### src/rtl/cacheline_burst_adaptor_pkg.sv
// -----------------------------------------------------------------------------
// cacheline_burst_adaptor_pkg
// Shared sizing constants and types for the cache-line <-> memory-burst adaptor.
//   LINE_WIDTH  : cache line width in bits
//   BURST_WIDTH : memory beat width in bits
//   ADDR_WIDTH  : byte address width
//   BEATS       : beats per line, CNT_W : beat counter width
// align_addr() clears the byte-within-line offset of an address.
// -----------------------------------------------------------------------------
package cacheline_burst_adaptor_pkg;

  localparam int LINE_WIDTH  = 256;
  localparam int BURST_WIDTH = 64;
  localparam int ADDR_WIDTH  = 32;
  localparam int BEATS       = LINE_WIDTH / BURST_WIDTH;
  localparam int CNT_W       = $clog2(BEATS);
  localparam int OFFSET_W    = $clog2(LINE_WIDTH / 8);

  typedef logic [LINE_WIDTH-1:0]  cacheline_t;
  typedef logic [BURST_WIDTH-1:0] burst_t;
  typedef logic [ADDR_WIDTH-1:0]  addr_t;
  typedef logic [CNT_W-1:0]       cnt_t;

  // Mask with every byte-offset bit of a line set.
  localparam addr_t OFFSET_MASK = addr_t'((64'd1 << OFFSET_W) - 64'd1);

  function automatic addr_t align_addr(input addr_t addr);
    return addr & ~OFFSET_MASK;
  endfunction

endpackage

### src/rtl/cacheline_burst_adaptor_if.sv
// -----------------------------------------------------------------------------
// cacheline_burst_adaptor_if
// Bundles the cache-side (line-wide) and memory-side (beat-wide) signals.
//   Cache side : address_i, line_i, read_i, write_i -> line_o, resp_o
//   Memory side: burst_i, resp_i -> address_o, burst_o, read_o, write_o
// Modports: slave = the adaptor's view, master = the environment's view.
// -----------------------------------------------------------------------------
interface cacheline_burst_adaptor_if;
  import cacheline_burst_adaptor_pkg::*;

  addr_t      address_i;
  cacheline_t line_i;
  logic       read_i;
  logic       write_i;
  cacheline_t line_o;
  logic       resp_o;
  addr_t      address_o;
  burst_t     burst_i;
  burst_t     burst_o;
  logic       read_o;
  logic       write_o;
  logic       resp_i;

  modport slave (
    input  address_i, line_i, read_i, write_i, burst_i, resp_i,
    output line_o, resp_o, address_o, burst_o, read_o, write_o
  );

  modport master (
    output address_i, line_i, read_i, write_i, burst_i, resp_i,
    input  line_o, resp_o, address_o, burst_o, read_o, write_o
  );

endinterface

### src/rtl/cacheline_burst_adaptor.sv
// -----------------------------------------------------------------------------
// cacheline_burst_adaptor
// Turns one cache-line read/write into BEATS memory beats, lowest beat first,
// and pulses resp_o for one cycle once the line transfer is complete.
// Ports:
//   clk : clock, all state changes on posedge
//   rst : synchronous active-high reset
//   bus : cacheline_burst_adaptor_if.slave (cache side + memory side)
// Every output comes straight from a register; there is no input->output
// combinational path.
// -----------------------------------------------------------------------------
module cacheline_burst_adaptor
  import cacheline_burst_adaptor_pkg::*;
(
  input logic                      clk,
  input logic                      rst,
  cacheline_burst_adaptor_if.slave bus
);

  typedef enum logic [1:0] {
    IDLE  = 2'd0,
    READ  = 2'd1,
    WRITE = 2'd2,
    DONE  = 2'd3
  } state_e;

  state_e     state_r, state_next_s;
  cnt_t       cnt_r, cnt_next_s;
  cacheline_t wline_r, wline_next_s;
  cacheline_t line_r, line_next_s;
  addr_t      addr_r, addr_next_s;
  burst_t     burst_r, burst_next_s;
  logic       read_r, read_next_s;
  logic       write_r, write_next_s;
  logic       resp_r, resp_next_s;
  cnt_t       cnt_inc_s;
  logic       last_beat_s;

  assign cnt_inc_s   = cnt_r + cnt_t'(1'b1);
  assign last_beat_s = (cnt_r == cnt_t'(BEATS - 1));

  // Next-state and next-output logic for the transfer FSM.
  always_comb begin
    state_next_s = state_r;
    cnt_next_s   = cnt_r;
    wline_next_s = wline_r;
    line_next_s  = line_r;
    addr_next_s  = addr_r;
    burst_next_s = burst_r;
    read_next_s  = read_r;
    write_next_s = write_r;
    resp_next_s  = 1'b0;

    case (state_r)
      IDLE: begin
        // Write has priority when the cache raises both requests.
        if (bus.write_i) begin
          state_next_s = WRITE;
          wline_next_s = bus.line_i;
          addr_next_s  = align_addr(bus.address_i);
          burst_next_s = bus.line_i[BURST_WIDTH-1:0];
          cnt_next_s   = {CNT_W{1'b0}};
          write_next_s = 1'b1;
        end else if (bus.read_i) begin
          state_next_s = READ;
          addr_next_s  = align_addr(bus.address_i);
          cnt_next_s   = {CNT_W{1'b0}};
          read_next_s  = 1'b1;
        end else begin
          state_next_s = IDLE;
        end
      end

      READ: begin
        if (bus.resp_i) begin
          line_next_s[int'(cnt_r)*BURST_WIDTH +: BURST_WIDTH] = bus.burst_i;
          if (last_beat_s) begin
            state_next_s = DONE;
            cnt_next_s   = {CNT_W{1'b0}};
            read_next_s  = 1'b0;
            resp_next_s  = 1'b1;
          end else begin
            cnt_next_s = cnt_inc_s;
          end
        end else begin
          state_next_s = READ;
        end
      end

      WRITE: begin
        // burst_o already shows beat[cnt]; on acceptance preload beat[cnt+1].
        if (bus.resp_i) begin
          if (last_beat_s) begin
            state_next_s = DONE;
            cnt_next_s   = {CNT_W{1'b0}};
            write_next_s = 1'b0;
            resp_next_s  = 1'b1;
          end else begin
            cnt_next_s   = cnt_inc_s;
            burst_next_s = wline_r[int'(cnt_inc_s)*BURST_WIDTH +: BURST_WIDTH];
          end
        end else begin
          state_next_s = WRITE;
        end
      end

      DONE: begin
        // resp_o is high this cycle; requests are ignored until IDLE.
        state_next_s = IDLE;
        cnt_next_s   = {CNT_W{1'b0}};
        read_next_s  = 1'b0;
        write_next_s = 1'b0;
      end

      default: begin
        state_next_s = IDLE;
        cnt_next_s   = {CNT_W{1'b0}};
        read_next_s  = 1'b0;
        write_next_s = 1'b0;
      end
    endcase
  end

  // State and output registers with synchronous reset.
  always_ff @(posedge clk) begin
    if (rst) begin
      state_r <= IDLE;
      cnt_r   <= {CNT_W{1'b0}};
      wline_r <= {LINE_WIDTH{1'b0}};
      line_r  <= {LINE_WIDTH{1'b0}};
      addr_r  <= {ADDR_WIDTH{1'b0}};
      burst_r <= {BURST_WIDTH{1'b0}};
      read_r  <= 1'b0;
      write_r <= 1'b0;
      resp_r  <= 1'b0;
    end else begin
      state_r <= state_next_s;
      cnt_r   <= cnt_next_s;
      wline_r <= wline_next_s;
      line_r  <= line_next_s;
      addr_r  <= addr_next_s;
      burst_r <= burst_next_s;
      read_r  <= read_next_s;
      write_r <= write_next_s;
      resp_r  <= resp_next_s;
    end
  end

  assign bus.line_o    = line_r;
  assign bus.resp_o    = resp_r;
  assign bus.address_o = addr_r;
  assign bus.burst_o   = burst_r;
  assign bus.read_o    = read_r;
  assign bus.write_o   = write_r;

endmodule

### src/flat_wrapper.sv
// flat-port wrapper written by rule: the top's interface ports become plain ports
module cacheline_burst_adaptor_flat import cacheline_burst_adaptor_pkg::*;
  (clk, rst, bus_address_i, bus_line_i, bus_read_i, bus_write_i, bus_burst_i, bus_resp_i, bus_line_o, bus_resp_o, bus_address_o, bus_burst_o, bus_read_o, bus_write_o);
  cacheline_burst_adaptor_if bus_i ();
  input logic clk;
  input logic rst;
  input wire logic [$bits(bus_i.address_i)-1:0] bus_address_i;
  input wire logic [$bits(bus_i.line_i)-1:0] bus_line_i;
  input wire logic [$bits(bus_i.read_i)-1:0] bus_read_i;
  input wire logic [$bits(bus_i.write_i)-1:0] bus_write_i;
  input wire logic [$bits(bus_i.burst_i)-1:0] bus_burst_i;
  input wire logic [$bits(bus_i.resp_i)-1:0] bus_resp_i;
  output wire logic [$bits(bus_i.line_o)-1:0] bus_line_o;
  output wire logic [$bits(bus_i.resp_o)-1:0] bus_resp_o;
  output wire logic [$bits(bus_i.address_o)-1:0] bus_address_o;
  output wire logic [$bits(bus_i.burst_o)-1:0] bus_burst_o;
  output wire logic [$bits(bus_i.read_o)-1:0] bus_read_o;
  output wire logic [$bits(bus_i.write_o)-1:0] bus_write_o;
  assign bus_i.address_i = bus_address_i;
  assign bus_i.line_i = bus_line_i;
  assign bus_i.read_i = bus_read_i;
  assign bus_i.write_i = bus_write_i;
  assign bus_i.burst_i = bus_burst_i;
  assign bus_i.resp_i = bus_resp_i;
  assign bus_line_o = bus_i.line_o;
  assign bus_resp_o = bus_i.resp_o;
  assign bus_address_o = bus_i.address_o;
  assign bus_burst_o = bus_i.burst_o;
  assign bus_read_o = bus_i.read_o;
  assign bus_write_o = bus_i.write_o;
  cacheline_burst_adaptor u_core (.clk(clk), .rst(rst), .bus(bus_i));
endmodule
### config.mk
export PLATFORM = sky130hd
export DESIGN_NAME = cacheline_burst_adaptor_flat
export DESIGN_NICKNAME = d
export VERILOG_FILES = /design/src/rtl/cacheline_burst_adaptor_pkg.sv /design/src/rtl/cacheline_burst_adaptor_if.sv /design/src/rtl/cacheline_burst_adaptor.sv /design/src/flat_wrapper.sv
export SDC_FILE = /design/constraint.sdc
export NUM_CORES = 1
export LEC_CHECK = 0
export CAP_MARGIN = 10
export CORE_AREA = 2 2 275 277
export CTS_CLUSTER_DIAMETER = 80
export DETAILED_ROUTE_END_ITERATION = 10
export DIE_AREA = 0 0 277 279
export SLEW_MARGIN = 20
export SYNTH_ARGS = -nofsm -noshare
export SYNTH_HDL_FRONTEND = slang
export SYNTH_SLANG_ARGS = --single-unit
### constraint.sdc
create_clock -name clk -period 3.12 [get_ports clk]
set_clock_uncertainty 0.1 [all_clocks]
set_input_delay 0.936 -clock clk [delete_from_list [all_inputs] [get_ports clk]]
set_output_delay 0.936 -clock clk [all_outputs]
set_load 0.01 [all_outputs]
==> flow_metrics.env <==
export IMPL_vias_per_cell=4.97
export IMPL_reg2reg_depth=6
export IMPL_ioPinCount=712
export IMPL_finalWorstSetupSlack_ns=0.446
export IMPL_holdPathStages=2
export IMPL_grt_pass1_vias=20200
export IMPL_hold_buffers=0
export IMPL_dr_total_vias=21000
export IMPL_yosys_top_cells_count="dfxtp_1, nand2_1, nor2_1, a21oi_1, a22oi_1"
export IMPL_crit_type="reg -> out"
export IMPL_netlist_area_mm2=0.0233
export IMPL_fin_crit_sh_pct=85.7
export IMPL_drt_iter0_drc=1404
export IMPL_die_h_um=279
export IMPL_startpoint_type="flip-flop"
export IMPL_period_needed_ns=2.67
export IMPL_overflow=0
export IMPL_ys_top_cells_by_area="dfxtp_1, nand2_1, a22oi_1"
export IMPL_grt_pass1_wl_um=126000
export IMPL_worst_pin_slew_ns=0.716
export IMPL_post_route_util_pct=45.6
export IMPL_critPathRequiredTime_ns=2.08
export IMPL_dp_hpwl_um=57300
export IMPL_drive_above_1_share_pct=8.22
export IMPL_outcome="finished clean"
export IMPL_die_area_mm2=0.0773
export IMPL_setup_violations=0
export IMPL_cts_sinks=610
export IMPL_wl_per_cell_um=19.8
export IMPL_syn_to_final_growth_pct=45.0
export IMPL_power_density_mw_per_mm2=660
export IMPL_cts_buffers_inserted=70
export IMPL_peakVddDrop_mv=0.340
export IMPL_yosys_area_top_type="dfxtp_1"
export IMPL_pre_cts_slack_ns=0.162
export IMPL_grtUsageTotal_pct=20.9
export IMPL_r2r_start="u_core.cnt_r[1]"
export IMPL_drcViolationCount=0
export IMPL_core_mm2=0.0741
export IMPL_clock_fmax_ghz=0.374
export IMPL_leakage_nw=12.0
export IMPL_io_buffer_count=701
export IMPL_die_width_um=277
export IMPL_fill_cells=7228
export IMPL_clk_latency_ns=0.61
export IMPL_place_area_mm2=0.0314
export IMPL_path_buf_inv=1
export IMPL_cp_top_family="buffers and inverters"
export IMPL_synth_cells=2597
export IMPL_cts_setup_buffers=0
export IMPL_grt_max_degree=135
export IMPL_maxCapViolCount=0
export IMPL_synth_ff_type="dfxtp_1"
export IMPL_cpPeakStageDelay_ns=0.71
export IMPL_worstPathCellList="clkdlybuf4s50_1"
export IMPL_cpMaxStageDelayCell="clkdlybuf4s50_1"
export IMPL_synth_edff_count=0
export IMPL_yosysWarnings=0
export IMPL_min_delay_start="u_core.wline_r[5]"
export IMPL_hold_viol=0
export IMPL_tns_ns=0
export IMPL_async_reset_ff_share_pct=0
export IMPL_slew_viol_final=0
export IMPL_synth_seq_area_share_pct=52.5
export IMPL_hp_class="reg -> reg"
export IMPL_tritoncts="done"
export IMPL_antenna_found_initial=15
export IMPL_whs_ns=0.349
export IMPL_ant_nets=0
export IMPL_cts_resized=0
export IMPL_fin_area_mm2=0.0337
export IMPL_yosys_cell_count_top_type="dfxtp_1"
export IMPL_slew_headroom_pct=52.3
export IMPL_avgSynthCellArea_um2=8.96
export IMPL_row_count=100
export IMPL_reg2reg_setup_slack_ns=0.54
export IMPL_min_to="u_core.wline_r[5]"
export IMPL_worstPathMaxFanout=2
export IMPL_r2r_end="u_core.bus.burst_o[29]"
export IMPL_wl_um=83600
export IMPL_clockBufferDepth=3
export IMPL_num_nets_final=3567
export IMPL_globalplace_congestion=0.826
export IMPL_cts_root_buffer_cell="clkbuf_16"
export IMPL_htree_levels=3
export IMPL_ys_seq_elements=610
export IMPL_ys_types=45
export IMPL_cts_clk_slew_worst_paths_ns=0.06
export IMPL_synth_top_area_share_pct=52.5
export IMPL_crit_arrival_ns=1.64
export IMPL_start_util_pct=31.4
export IMPL_end_kind="output port"
export IMPL_rsz0062_at_grt="false"
export IMPL_dr_pass1_iters=5
cell families after synthesis:
| group | Yosys count | share of synthesized area, % |
|---|---|---|
| simple gates | 1043 | 18.3 |
| compound gates | 621 | 17.2 |
| flops | 610 | 52.5 |
| buf+inv | 244 | 5.13 |
| mux | 66 | 6.23 |
| fa+ha+maj | 12 | 0.645 |
| other cells | 1 | 0.0161 |
stage by stage:
step                      std cells  total power [mW]
after detailed placement       4095              14.2
after global routing           4223              23.3
final                          4225              22.3
after CTS                      4217              22.6
after global placement         4095              14.2
after floorplan                2601              11.8
cells in the final DEF (no fill, tap or decap), types with 5 or more instances in the layout:
cell type	instances
clkdlybuf4s50_1	700
dfxtp_1	609
nand2_1	569
nor2_1	328
a21oi_1	287
a22oi_1	246
clkbuf_16	72
mux4_2	63
nor2b_1	63
a211oi_1	63
nor3_1	63
buf_12	35
buf_4	26
clkbuf_8	14
clkbuf_1	11
a22oi_2	10
ha_1	10
clkinv_2	9
diode_2	8
inv_1	6
conb_1	5
worst max path at each step:
stage,start,endpoint,slack [ns],cells past startpoint
floorplan,u_core.cnt_r[0],u_core.bus.burst_o[46],0.68,9
finish,u_core.bus.line_o[59],bus_line_o[59],0.45,1
CTS,u_core.bus.line_o[59],bus_line_o[59],0.35,1
global placement,bus_resp_i,u_core.bus.burst_o[8],0.16,6
detailed placement,bus_resp_i,u_core.bus.burst_o[8],0.16,6
global route,u_core.cnt_r[1],u_core.bus.line_o[170],0.30,8
flip-flops by register name, indices dropped and copies added, names as in the netlist:
signal,flops
u_core.state_r,2
u_core.bus.address_o,27
u_core.bus.burst_o,64
u_core.bus.read_o,1
u_core.bus.resp_o,1
u_core.bus.line_o,256
u_core.wline_r,256
u_core.bus.write_o,1
u_core.cnt_r,2
layer usage:
| layer | GRT usage [%] | vias to the layer above | routed length (um) |
|---|---|---|---|
| li1 | - | 10100 | - |
| met1 | 25.8 | 10100 | 34800 |
| met2 | 35.2 | 706 | 40400 |
| met3 | 5.59 | 122 | 6020 |
| met4 | 7.41 | 12 | 2320 |
| met5 | 0 | - | 78 |
final cells by class:
| type | count | area, um^2 | share of cell area [%] |
|---|---|---|---|
| flip-flops and latches | 610 | 12200 | 36.2 |
| multi-input cells | 1747 | 10000 | 29.7 |
| repair buffers | 762 | 7920 | 23.5 |
| clock buffers | 97 | 2040 | 6.03 |
| well taps | 969 | 1210 | 3.59 |
| clock inverters | 25 | 303 | 0.897 |
| inverters | 7 | 28.8 | 0.0853 |
| diodes | 8 | 20.0 | 0.0593 |
power breakdown:
group / switching, mW / internal (mW)
Combinational: 2.76 / 2.25
Clock: 3.42 / 4.86
Sequential: 0.431 / 8.55
Total: 6.61 / 15.7
(Power assumes the default switching activity.)
